## config.mk

```make
export PLATFORM = sky130hd
export DESIGN_NAME = regfile_datapath_flat
export DESIGN_NICKNAME = d
export VERILOG_FILES = /design/src/rtl/regfile_datapath_pkg.sv /design/src/rtl/regfile_datapath_if.sv /design/src/rtl/regfile_datapath_imm_gen.sv /design/src/rtl/regfile_datapath.sv /design/src/flat_wrapper.sv
export SDC_FILE = /design/constraint.sdc
export NUM_CORES = 1
export LEC_CHECK = 0
export ABC_AREA = 1
export CAP_MARGIN = 5
export CORE_MARGIN = 3
export CORE_UTILIZATION = 50
export DETAILED_ROUTE_END_ITERATION = 10
export PLACE_DENSITY_LB_ADDON = 0.1
export SETUP_SLACK_MARGIN = 0.2
export SLEW_MARGIN = 40
export SYNTH_ARGS = -nofsm -noshare
export SYNTH_HDL_FRONTEND = slang
export SYNTH_HIERARCHICAL = 1
export SYNTH_SLANG_ARGS = --single-unit
export TNS_END_PERCENT = 10
```

## constraint.sdc

```tcl
create_clock -name CLK -period 5.89 [get_ports CLK]
set_input_delay 0.589 -clock CLK [delete_from_list [all_inputs] [get_ports CLK]]
set_output_delay 0.589 -clock CLK [all_outputs]
set_load 0.005 [all_outputs]
```

## src/rtl/regfile_datapath_pkg.sv

```systemverilog
// Shared encodings for the register-file datapath: immediate formats and the
// width of the upper-immediate prefix register.
package regfile_datapath_pkg;

    localparam int UI_W = 10;

    typedef enum logic [2:0] {
        IMM_NONE = 3'd0,
        IMM_2RI  = 3'd1,
        IMM_RI   = 3'd2,
        IMM_UJ   = 3'd3,
        IMM_L    = 3'd4
    } imm_type_e;

endpackage

```

## src/rtl/regfile_datapath_if.sv

```systemverilog
// Bus bundle between the datapath and its controller: read/write ports,
// immediate inputs and the latched outputs.
interface regfile_datapath_if #(
    parameter int DATA_W = 16,
    parameter int ADDR_W = 3
);
    logic [ADDR_W-1:0] input_reg_readA_address;
    logic [ADDR_W-1:0] input_reg_readB_address;
    logic              input_reg_write;
    logic [ADDR_W-1:0] input_reg_write_address;
    logic [DATA_W-1:0] input_ALUOut;
    logic [DATA_W-1:0] input_MDR;
    logic              memToReg;
    logic [15:0]       input_instr;
    logic [2:0]        input_imm_type;
    logic              input_latch_en;
    logic [DATA_W-1:0] output_reg_A;
    logic [DATA_W-1:0] output_reg_B;
    logic [DATA_W-1:0] output_imm;
    logic              output_ui_valid;

    modport master (
        output input_reg_readA_address, input_reg_readB_address,
        output input_reg_write, input_reg_write_address,
        output input_ALUOut, input_MDR, memToReg,
        output input_instr, input_imm_type, input_latch_en,
        input  output_reg_A, output_reg_B, output_imm, output_ui_valid
    );

    modport slave (
        input  input_reg_readA_address, input_reg_readB_address,
        input  input_reg_write, input_reg_write_address,
        input  input_ALUOut, input_MDR, memToReg,
        input  input_instr, input_imm_type, input_latch_en,
        output output_reg_A, output_reg_B, output_imm, output_ui_valid
    );
endinterface

```

## src/rtl/regfile_datapath_imm_gen.sv

```systemverilog
// Immediate extraction plus the upper-immediate (L) prefix register that
// extends the next 2RI immediate.
module imm_gen
    import regfile_datapath_pkg::*;
#(
    parameter int DATA_W = 16
) (
    input  logic              clk,
    input  logic              rst,
    input  logic [15:0]       i_instr,
    input  logic [2:0]        i_imm_type,
    input  logic              i_latch_en,
    output logic [DATA_W-1:0] o_imm,
    output logic              o_ui_valid
);

    logic [DATA_W-1:0] r_imm;
    logic [UI_W-1:0]   r_ui;
    logic              r_ui_valid;

    logic [DATA_W-1:0] w_imm_next;
    logic [UI_W-1:0]   w_ui_next;
    logic              w_ui_valid_next;
    logic signed [15:0] w_prefixed;
    logic signed [5:0]  w_f2ri;
    logic signed [7:0]  w_fri;
    logic signed [9:0]  w_fuj;
    logic              w_unused_instr;

    assign w_prefixed     = {r_ui, i_instr[15:10]};
    assign w_f2ri         = i_instr[15:10];
    assign w_fri          = i_instr[15:8];
    assign w_fuj          = i_instr[15:6];
    assign w_unused_instr = ^i_instr[5:0];

    always_comb begin
        w_imm_next      = '0;
        w_ui_next       = r_ui;
        w_ui_valid_next = r_ui_valid;
        case (i_imm_type)
            IMM_2RI: begin
                // A pending L prefix is consumed by exactly one 2RI
                if (r_ui_valid) begin
                    w_imm_next      = DATA_W'(w_prefixed);
                    w_ui_valid_next = 1'b0;
                end else begin
                    w_imm_next = DATA_W'(w_f2ri);
                end
            end
            IMM_RI: w_imm_next = DATA_W'(w_fri);
            IMM_UJ: w_imm_next = DATA_W'(w_fuj);
            IMM_L: begin
                w_ui_next       = i_instr[15:6];
                w_ui_valid_next = 1'b1;
            end
            default: w_imm_next = '0;
        endcase
    end

    always_ff @(posedge clk or posedge rst) begin
        if (rst) begin
            r_imm      <= '0;
            r_ui       <= '0;
            r_ui_valid <= 1'b0;
        end else if (i_latch_en) begin
            r_imm      <= w_imm_next;
            r_ui       <= w_ui_next;
            r_ui_valid <= w_ui_valid_next;
        end
    end

    assign o_imm      = r_imm;
    assign o_ui_valid = r_ui_valid;

endmodule

```

## src/rtl/regfile_datapath.sv

```systemverilog
// Register file with MDR/ALU write mux, optional r0-hardwired-zero and
// write-to-read forwarding into the latched A/B operand registers.
module regfile_datapath
    import regfile_datapath_pkg::*;
#(
    parameter int DATA_W  = 16,
    parameter int ADDR_W  = 3,
    parameter int ZERO_R0 = 0,
    parameter int BYPASS  = 1
) (
    input  logic              CLK,
    input  logic              Reset,
    regfile_datapath_if.slave bus
);

    localparam int NREGS = 2 ** ADDR_W;

    logic [DATA_W-1:0] r_regs [NREGS];
    logic [DATA_W-1:0] r_reg_a;
    logic [DATA_W-1:0] r_reg_b;

    logic [DATA_W-1:0] w_wdata;
    logic              w_wr_en;
    logic [DATA_W-1:0] w_rd_a;
    logic [DATA_W-1:0] w_rd_b;

    assign w_wdata = bus.memToReg ? bus.input_MDR : bus.input_ALUOut;
    assign w_wr_en = bus.input_reg_write &&
                     !((ZERO_R0 != 0) && (bus.input_reg_write_address == '0));

    // w_wr_en already excludes r0 when it is hardwired, so forwarding never leaks into r0
    always_comb begin
        w_rd_a = r_regs[bus.input_reg_readA_address];
        if ((BYPASS != 0) && w_wr_en &&
            (bus.input_reg_readA_address == bus.input_reg_write_address))
            w_rd_a = w_wdata;
        if ((ZERO_R0 != 0) && (bus.input_reg_readA_address == '0))
            w_rd_a = '0;
    end

    always_comb begin
        w_rd_b = r_regs[bus.input_reg_readB_address];
        if ((BYPASS != 0) && w_wr_en &&
            (bus.input_reg_readB_address == bus.input_reg_write_address))
            w_rd_b = w_wdata;
        if ((ZERO_R0 != 0) && (bus.input_reg_readB_address == '0))
            w_rd_b = '0;
    end

    always_ff @(posedge CLK or posedge Reset) begin
        if (Reset) begin
            for (int i = 0; i < NREGS; i++)
                r_regs[i] <= '0;
        end else if (w_wr_en) begin
            r_regs[bus.input_reg_write_address] <= w_wdata;
        end
    end

    always_ff @(posedge CLK or posedge Reset) begin
        if (Reset) begin
            r_reg_a <= '0;
            r_reg_b <= '0;
        end else if (bus.input_latch_en) begin
            r_reg_a <= w_rd_a;
            r_reg_b <= w_rd_b;
        end
    end

    assign bus.output_reg_A = r_reg_a;
    assign bus.output_reg_B = r_reg_b;

    imm_gen #(
        .DATA_W(DATA_W)
    ) u_imm_gen (
        .clk       (CLK),
        .rst       (Reset),
        .i_instr   (bus.input_instr),
        .i_imm_type(bus.input_imm_type),
        .i_latch_en(bus.input_latch_en),
        .o_imm     (bus.output_imm),
        .o_ui_valid(bus.output_ui_valid)
    );

endmodule

```

## src/flat_wrapper.sv

```systemverilog
// flat-port wrapper written by rule: the top's interface ports become plain ports
module regfile_datapath_flat import regfile_datapath_pkg::*;
#(
    parameter int DATA_W  = 16,
    parameter int ADDR_W  = 3,
    parameter int ZERO_R0 = 0,
    parameter int BYPASS  = 1
)
  (CLK, Reset, bus_input_reg_readA_address, bus_input_reg_readB_address, bus_input_reg_write, bus_input_reg_write_address, bus_input_ALUOut, bus_input_MDR, bus_memToReg, bus_input_instr, bus_input_imm_type, bus_input_latch_en, bus_output_reg_A, bus_output_reg_B, bus_output_imm, bus_output_ui_valid);
  regfile_datapath_if #(.DATA_W(DATA_W), .ADDR_W(ADDR_W)) bus_i ();
  input  logic CLK;
  input  logic Reset;
  input wire logic [$bits(bus_i.input_reg_readA_address)-1:0] bus_input_reg_readA_address;
  input wire logic [$bits(bus_i.input_reg_readB_address)-1:0] bus_input_reg_readB_address;
  input wire logic [$bits(bus_i.input_reg_write)-1:0] bus_input_reg_write;
  input wire logic [$bits(bus_i.input_reg_write_address)-1:0] bus_input_reg_write_address;
  input wire logic [$bits(bus_i.input_ALUOut)-1:0] bus_input_ALUOut;
  input wire logic [$bits(bus_i.input_MDR)-1:0] bus_input_MDR;
  input wire logic [$bits(bus_i.memToReg)-1:0] bus_memToReg;
  input wire logic [$bits(bus_i.input_instr)-1:0] bus_input_instr;
  input wire logic [$bits(bus_i.input_imm_type)-1:0] bus_input_imm_type;
  input wire logic [$bits(bus_i.input_latch_en)-1:0] bus_input_latch_en;
  output wire logic [$bits(bus_i.output_reg_A)-1:0] bus_output_reg_A;
  output wire logic [$bits(bus_i.output_reg_B)-1:0] bus_output_reg_B;
  output wire logic [$bits(bus_i.output_imm)-1:0] bus_output_imm;
  output wire logic [$bits(bus_i.output_ui_valid)-1:0] bus_output_ui_valid;
  assign bus_i.input_reg_readA_address = bus_input_reg_readA_address;
  assign bus_i.input_reg_readB_address = bus_input_reg_readB_address;
  assign bus_i.input_reg_write = bus_input_reg_write;
  assign bus_i.input_reg_write_address = bus_input_reg_write_address;
  assign bus_i.input_ALUOut = bus_input_ALUOut;
  assign bus_i.input_MDR = bus_input_MDR;
  assign bus_i.memToReg = bus_memToReg;
  assign bus_i.input_instr = bus_input_instr;
  assign bus_i.input_imm_type = bus_input_imm_type;
  assign bus_i.input_latch_en = bus_input_latch_en;
  assign bus_output_reg_A = bus_i.output_reg_A;
  assign bus_output_reg_B = bus_i.output_reg_B;
  assign bus_output_imm = bus_i.output_imm;
  assign bus_output_ui_valid = bus_i.output_ui_valid;
  regfile_datapath #(.DATA_W(DATA_W), .ADDR_W(ADDR_W), .ZERO_R0(ZERO_R0), .BYPASS(BYPASS)) u_core (.CLK(CLK), .Reset(Reset), .bus(bus_i));
endmodule
```

==> impl_results.md, run 1 <==
* Largest net degree at the start of global routing at 96
* Most frequent cells in the layout: nand2_1 (501), nand3_1 (237), dfrtp_1 (187)
* Worst Setup Start Kind: input pin
* DRT Wirelength at 33,300 um
* Netlist cell types at 25
* H-tree lvl count at 4
* Total number of vias at 10,400
* Reg2Reg Depth at 7
* PD cells at slightly above 300 mW/mm^2
* Critical path endpoint: u_core/bus.output_reg_A[9]
* Die Wd at 152 um
* Clock share of power at 31.5%
* Part of the Yosys area used for sequential elements at 43.8%
* Reg area at 0.00468 mm^2
* Syn Nets at 1,618
* Hold Buf Count CTS at 0
* Cell Int Power at between 0.002 and 0.003 W
* Resized cells post-CTS at 0
* Setup TNS at 0 ns
* Psw at around 0.0012 W
* Worst reg2reg startpoint: u_core/u_imm_gen/o_ui_valid
* Register share of total power at 44.2%
* Comb power frac at 24.3%
* Final Util at 60.6%
* RSZ-0062 raised after global routing: false
* Crit path DAT at 3.67 ns
* MaxCap Viol Count at 0
* Grt total ovfl at 0
* Post-CTS Setup Bufs at 0
* Full die area at between 0.02 and 0.025 mm^2
* WL/cell at around 18 um
* Drt first-iter violations at 1,214
* Initial Utilization at 51.9%
* Maximum vdd drop at ~0.00018 V
* Die height at between 150 and 200 um
* Clock sinks at 187
* Skew final at approximately 0.0077 ns
* Multi-input logic area at 0.00491 mm^2
* FF-to-FF End: u_core/u_imm_gen/o_imm[12]
* Site Rows at 52
* Num CTS Buffers at 17
* Leak at between 6 and 7 nW
* YS warnings at 6
* Final worst-path cycle share at a little under three fifths
* Seq cells post-synth at 187
* Gpl congestion at 0.865
* Fill count at 1,931
* Clk_lat worst skew at ~0.43 ns
* Max Transition Viols Final at 0
* Area leader, netlist: dfrtp_1
* HPWL after DPL at 19,900 um
* Antenna diodes at 0
* Port bufs at 107
* Req. time, crit path at 6.25 ns
* Switching Fraction at 31.9%
* Hold crit path type: reg2reg
* Fmax achieved at a little over 300 MHz
* Final setup fails at 0
* Status: complete, no violations
* Root Driver: clkbuf_16
* Max FO, Critical Path at 35
* Hold depth at 2
* Clock transition at the registers of the reported paths at 0.07 ns
* Vias in the first global route at 9,556
* Crit. End Element: flip-flop
* Fin crit period at 3.31 ns
* All-Layer GR Usage at 28.8%
* CTS tree: built
* Post-Syn Area at 0.0107 mm^2
* Setup CP Type: in2reg
* Vias per Instance at 5.52
* Tightest Pin Transition at about 0.84 ns
* Syn avg cell area at 6.89 um^2
* First-pass GRT wire length at 53,100 um
* Layout cells sized above 1 at ~6.9%
* Slew headroom at between 40 and 50%
* Layout area overhead at 16.9%
* Max Buffers Root-to-Sink at 2
* Routed Antenna Nets at 0
* Nets at 1,669
* R2r setup slk at 4.60 ns
* Final-report hold violation count at 0
* Initial antenna violation count at 0
* Drt drc at 0
* Cells after Synth at 1,553
* Core box area at between 0.02 and 0.025 mm^2
* Boundary pin count at between 100 and 150
* Yosys top cell area share at 43.8%
* Drt first pass iters at 6
* Synth top area cells: dfrtp_1 (44%), nand2_1 (18%), nand3_1 (11%), inv_1 (5.4%), a21oi_1 (5.0%)
* Setup crit start: bus_input_reg_readA_address[1]
* Leading cell type in the layout, fill and taps excluded: nand2_1
==> state kept, by name (all words and copies together), names as in the netlist <==
register / count
u_core/bus.output_reg_A: 16
u_core/bus.output_reg_B: 16
u_core/r_regs: 128
u_core/u_imm_gen/o_imm: 16
u_core/u_imm_gen/o_ui_valid: 1
u_core/u_imm_gen/r_ui: 10
==> metal layers <==
metal | share of wire [%] | track usage, %
met1 | 43 | 40.9
met3 | 9.7 | 4.91
met5 | 0 | 0
met2 | 44 | 45.3
met4 | 2.9 | 9.12
==> worst min-delay path by stage <==
| stage | startpoint | endpoint | slack, ns |
|---|---|---|---|
| 2_1_floorplan | u_core/u_imm_gen/r_ui[1] | u_core/u_imm_gen/r_ui[1] | 0.45 |
| 3_3_place_gp | u_core/u_imm_gen/o_imm[3] | u_core/u_imm_gen/o_imm[3] | 0.46 |
| 3_5_place_dp | u_core/u_imm_gen/o_imm[9] | u_core/u_imm_gen/o_imm[9] | 0.46 |
| 4_1_cts | u_core/u_imm_gen/o_imm[9] | u_core/u_imm_gen/o_imm[9] | 0.48 |
| 5_1_grt | u_core/u_imm_gen/o_imm[9] | u_core/u_imm_gen/o_imm[9] | 0.51 |
| 6_report | u_core/u_imm_gen/o_imm[6] | u_core/u_imm_gen/o_imm[6] | 0.48 |
==> area by class of cell <==
cell class	instances	area share, %
inverters	169	5.15
clock inverters	14	1.56
repair buffers	129	10.5
flip-flops and latches	187	37.4
multi-input cells	1100	39.2
clock buffers	18	3.43
well taps	270	2.70
==> Yosys cell counts <==
cell and number:
o21ai_1 21, nand2_1 501, nand3b_1 1, nand3_1 237
nor2_1 138, o21ai_0 45, buf_8 1, buf_6 4
o21ai_2 16, inv_1 155, clkbuf_1 21, inv_2 12
dfrtp_1 187, nand2_2 3, buf_4 13, nor2_4 5
nand4_1 19, inv_4 1, a21oi_1 106, nor3_1 1
nand2_4 2, clkinv_1 1, buf_2 53, a21oi_2 5
buf_1 5
==> power by group through the flow <==
stage               clock network (W)  registers, W  logic, W
floorplan                           0       0.00168  0.000617
global placement                    0       0.00171  0.000898
CTS                           0.00124       0.00170  0.000927
detailed placement                  0       0.00172  0.000922
global route                  0.00130       0.00173   0.00106
finish                        0.00122       0.00170  0.000936
==> worst max-delay path, stage by stage <==
cell and delay [ns]:
clkdlybuf4s50_1 0.45, buf_4 0.48, inv_2 0.50, nand2_1 0.16, nand2_1 0.10, nor2_4 0.60, nand2_4 0.24, inv_2 0.29
nor2_1 0.10, o21ai_1 0.12
==> cells by family (layout without fill, tap and decap cells) <==
logic type      Yosys count  count (layout)  share of synthesized area [%]
flops                   187             187                           43.8
compound gates          193             193                           9.77
simple gates            907             907                           35.7
buf+inv                 266             330                           10.8
==> through the flow <==
| step | cell area [um^2] | setup slack [ns] | hold WS [ns] | instances | total power [W] |
|---|---|---|---|---|---|
| 6_report | 12500 | 2.58 | 0.478 | 1887 | 0.00385 |
| 3_3_place_gp | 11700 | 2.30 | 0.462 | 1848 | 0.00261 |
| 2_1_floorplan | 10700 | 0.981 | 0.453 | 1553 | 0.00230 |
| 5_1_grt | 12500 | 2.60 | 0.512 | 1887 | 0.00409 |
| 3_5_place_dp | 11800 | 2.29 | 0.464 | 1850 | 0.00264 |
| 4_1_cts | 12400 | 2.75 | 0.482 | 1882 | 0.00386 |
No activity file was read; power rests on OpenSTA's default activity.
==> inputs of run 2 (changes only) <==
clock period = 3.1 ns   (was 5.89 ns; I/O delays follow)
==> run 2 against run 1 <==
  * Total power increased by 87%
  * Cell area decreased by 0.27%
  * Non-clock buffer count increased by 12
  * Setup slack got worse by 1.5 ns
  * Hold slack got worse by 0.13 ns
  * Die area unchanged
  * Flip-flop and latch count unchanged
  * Routed wire length decreased by 2.2%
  * Final cell count increased by 0.64%
  * Critical endpoint is now u_core/bus.output_reg_B[7]
==> impl_results.md, run 2 (synthesized netlist as in run 1, its figures left out) <==
* Full die area at 0.0232 mm^2
* Nets at 1,681
* RSZ-0062 raised after global routing: false
* Site Rows at 52
* H-tree lvl count at 4
* Max incr delay on CP at 0.62 ns
* All-Layer GR Usage at 27.9%
* Most flop-heavy register: u_core/r_regs
* Worst-path cell chain: clkdlybuf4s50_1 > inv_4 > nand2_1 > nand2_1 > nor2_4 > nand2_4 > inv_2 > nor2_1 > o21ai_1
* First-pass GRT wire length at approximately 52,000 um
* Final worst-path cycle share at around two thirds
* HPWL after DPL at 21,100 um
* Reg area at 0.00468 mm^2
* Clock transition at the registers of the reported paths at 0.07 ns
* Drt drc at 0
* Antenna diodes at 0
* Clk_lat worst skew at about 0.43 ns
* Clock sinks at 187
* Resized cells post-CTS at 0
* Gpl congestion at 0.880
* Final setup fails at 0
* Vias per Instance at 5.49
* Crit. End Element: flip-flop
* DRT Wirelength at 32,600 um
* Hold crit path type: in2async
* Fmax achieved at 492 MHz
* Tightest Pin Transition at 0.806 ns
* Post-DP Area at roughly 0.012 mm^2
* Core box area at 0.0206 mm^2
* Boundary pin count at 114
* Req. time, crit path at about 3.5 ns
* Max Buffers Root-to-Sink at 2
* Reg2Reg Depth at 7
* Layout area overhead at 16.6%
* Initial antenna violation count at 0
* Most frequent cells in the layout: nand2_1 (501), nand3_1 (237), dfrtp_1 (187)
* WP buf/inv at 3
* Max FO, Critical Path at 17
* Worst Setup Start Kind: input pin
* WL/cell at 17.2 um
* Slew headroom at about 46%
* Family with the most delay on the worst path: buffers and inverters
* Fin crit period at 2.03 ns
* Vias in the first global route at 9,454
* Total number of vias at 10,400
* Port bufs at 107
* Status: complete, no violations
* Post-CTS Setup Bufs at 0
* Worst reg2reg startpoint: u_core/u_imm_gen/o_ui_valid
* Die Wd at 152 um
* Num CTS Buffers at 17
* Fill count at 1,991
* Layout cells sized above 1 at about 7.6%
* Grt total ovfl at 0
* Post-layout total power at a little over 0.007 W
* Crit path top cell by count: nand2_1
* Final-report hold violation count at 0
* Design Area, Final at 0.0125 mm^2
* Max Transition Viols Final at 0
* Leading cell type in the layout, fill and taps excluded: nand2_1
* FF-to-FF End: u_core/u_imm_gen/o_imm[9]
* Maximum vdd drop at 0.000337 V
* Routed Antenna Nets at 0
* CTS tree: built
* Crit path DAT at 2.38 ns
* Drt first pass iters at 6
* Setup TNS at 0 ns
* Max reg flops at 128
* Leak at 6.28 nW
* Initial Utilization at about half
* Hold Buf Count CTS at 0
* Largest net degree at the start of global routing at 66
* Setup CP Type: in2reg
* Multi-input logic area at 0.00488 mm^2
* Slowest cell on crit path: clkdlybuf4s50_1
* Drt first-iter violations at 1,275
* Skew final at a little over 0.008 ns
* R2r setup slk at 1.79 ns
* MaxCap Viol Count at 0
* Root Driver: clkbuf_16
* Die height at 152 um
* PD cells at 577 mW/mm^2
## run 2: worst max path at each step
| stage | from | endpoint | slack, ns | cells past startpoint |
|---|---|---|---|---|
| after floorplan | Reset | u_core/bus.output_reg_A[0] | 0.76 | 1 |
| after global placement | bus_input_reg_readB_address[2] | u_core/bus.output_reg_B[2] | 0.69 | 9 |
| after detailed placement | bus_input_reg_readB_address[2] | u_core/bus.output_reg_B[5] | 0.65 | 9 |
| after CTS | bus_input_reg_readB_address[2] | u_core/bus.output_reg_B[7] | 1.11 | 9 |
| after global routing | bus_input_reg_readB_address[2] | u_core/bus.output_reg_B[7] | 0.99 | 9 |
| final | bus_input_reg_readB_address[2] | u_core/bus.output_reg_B[7] | 1.07 | 9 |
## run 2: layout make-up
cell class / instances / area share, %
tap: 270 / 2.71
timing repair buffer: 141 / 10.9
multi-input combinational: 1100 / 39.1
inverter: 169 / 5.14
clock buffer: 17 / 3.41
clock inverter: 15 / 1.19
sequential: 187 / 37.5
## run 2: routing by layer
layer  global-route usage [%]  vias up  part of all wire (%)
met4                     6.98        0                   1.4
met2                     42.1      573                    44
met5                        0        -                     0
met3                     6.99       47                   9.8
li1                         -     5027                     -
met1                     40.5     4775                    45
## run 2: stage by stage
step	instances	hold WS (ns)	util (%)	setup WS, ns
after global placement	1867	0.462	57.7	0.688
after floorplan	1553	0.363	-	0.761
after detailed placement	1867	0.464	57.7	0.652
after CTS	1899	0.360	60.5	1.11
after global routing	1899	0.397	60.5	0.986
final	1899	0.345	60.5	1.07
## run 2: report_power, final
part,internal (W),switching [W]
combinational,0.000734,0.00107
sequential,0.00291,0.000305
clock,0.00113,0.00104
total,0.00478,0.00241
==> inputs of run 3 (changes only) <==
clock period = 2.05 ns   (was 3.1 ns; I/O delays follow)
==> run 3 against run 2 <==
  * Combinational power is 57% higher
  * Clock power grew 47%
  * Setup slack worse by 0.63 ns
  * Via count grew 1.4%
  * First-iteration DRC count shrank 1.6%
  * Critical path depth shrank 8
  * Critical endpoint is now bus_output_ui_valid
  * Largest cell class unchanged
==> impl_results.md, run 3 (synthesized netlist as in run 1, its figures left out) <==
* Num CTS Buffers at 17
* Pre-CTS setup slack at 0.134 ns
* Crit path DAT at 1.40 ns
* Total number of vias at 10,600
* Clk_lat worst skew at 0.43 ns
* Slew headroom at 59.6%
* Routed Antenna Nets at 0
* Maximum vdd drop at 0.000397 V
* PD cells at approximately 850 mW/mm^2
* Boundary pin count at 114
* Final-report hold violation count at 0
* Most frequent cells in the layout: nand2_1 (501), nand3_1 (237), dfrtp_1 (187)
* Resized cells post-CTS at 0
* Die height at roughly 150 um
* Full die area at 0.0232 mm^2
* MaxCap Viol Count at 0
* RSZ-0062 raised after global routing: false
* Max Transition Viols Final at 0
* Vias per Instance at 5.46
* Post-CTS Setup Bufs at 0
* Layout cells sized above 1 at 9.55%
* Crit. End Element: primary output
* Drt first-iter violations at 1,254
* All-Layer GR Usage at 28.2%
* Die Wd at roughly 150 um
* Vias in the first global route at 9,442
* Status: complete, no violations
* Final Util at just over 60%
* Max Buffers Root-to-Sink at 2
* WL/cell at 16.9 um
* Leak at 6.47 nW
* Fin crit period at between 1.5 and 2 ns
* Setup CP Type: reg2out
* Hold Buf Count CTS at 0
* Largest net degree at the start of global routing at 106
* Root Driver: clkbuf_16
* Family with the most delay on the worst path: buffers and inverters
* Clock transition at the registers of the reported paths at about 0.07 ns
* Slowest cell on crit path: clkdlybuf4s50_1
* HPWL after DPL at 22,100 um
* Final worst-path cycle share at 78.4%
* Initial Utilization at approximately half
* Req. time, crit path at 1.85 ns
* Site Rows at 52
* R2r setup slk at 0.76 ns
* Fill count at between 1,500 and 2,000
* CTS tree: built
* Max reg flops at 128
* Nets at 1,717
* Drt drc at 0
* Most flop-heavy register: u_core/r_regs
* Port bufs at around 110
* DRT Wirelength at 32,700 um
* Gpl congestion at around 0.9
* Layout area overhead at 19.8%
* Clock sinks at 187
* Path length in cells of the critical path at 1
* Hold crit path type: in2async
* WP buf/inv at 1
* Max incr delay on CP at 0.53 ns
* Drt first pass iters at 5
* Core box area at 0.0206 mm^2
* Leading cell type in the layout, fill and taps excluded: nand2_1
* Tightest Pin Transition at 0.606 ns
* Reg2Reg Depth at 7
* Grt total ovfl at 0
* Initial antenna violation count at 0
* Final setup fails at 0
* Final worst slack at 0.443 ns
* First-pass GRT wire length at about 52,000 um
* Skew final at 0.00737 ns
* Max FO, Critical Path at 6
* Fmax achieved at around 620 MHz
* H-tree lvl count at 4
* Worst-path cell chain: clkdlybuf4s50_1
* Antenna diodes at 0
* Worst Setup Start Kind: flip-flop
-- run 3: path summary, 6_finish.rpt --
check                                       startpoint                    endpoint
max reg2reg                u_core/u_imm_gen/o_ui_valid  u_core/u_imm_gen/o_imm[14]
min reg2reg                  u_core/u_imm_gen/o_imm[3]   u_core/u_imm_gen/o_imm[3]
max                        u_core/u_imm_gen/o_ui_valid         bus_output_ui_valid
max in group asynchronous                        Reset           u_core/r_regs[88]
min                                              Reset   u_core/u_imm_gen/o_imm[2]
min in group CLK                    bus_input_latch_en   u_core/u_imm_gen/o_imm[3]
-- run 3: report_power, final --
group / internal (W) / total [W] / switching (W)
combinational: 0.00118 / 0.00282 / 0.00163
clock: 0.00160 / 0.00319 / 0.00159
sequential: 0.00440 / 0.00486 / 0.000463
-- run 3: per-stage QoR --
step,hold WS [ns],cell area (um^2),total power (W),setup TNS (ns),cells
floorplan,0.258,10700,0.00660,-29.41,1553
global placement,0.462,12300,0.00761,0,1903
detailed placement,0.465,12300,0.00769,0,1903
CTS,0.212,12800,0.0109,0,1935
global route,0.233,12800,0.0115,0,1935
finish,0.228,12800,0.0109,0,1935
-- run 3: routing by layer --
| metal | up-vias | track usage, % | wire length, um |
|---|---|---|---|
| met1 | 4863 | 41.5 | 14400 |
| met5 | - | 0 | 0 |
| met2 | 533 | 41.6 | 14100 |
| met3 | 49 | 6.84 | 3580 |
| li1 | 5120 | - | - |
| met4 | 0 | 8.13 | 627 |
-- run 3: layout make-up --
cell class | instances | area, um^2 | share of cell area [%]
Inverter | 169 | 641 | 5.00
Clock inverter | 15 | 133 | 1.04
Timing Repair Buffer | 177 | 1720 | 13.4
Multi-Input combinational cell | 1100 | 4880 | 38.1
Tap cell | 270 | 338 | 2.64
Clock buffer | 17 | 425 | 3.32
Sequential cell | 187 | 4680 | 36.5
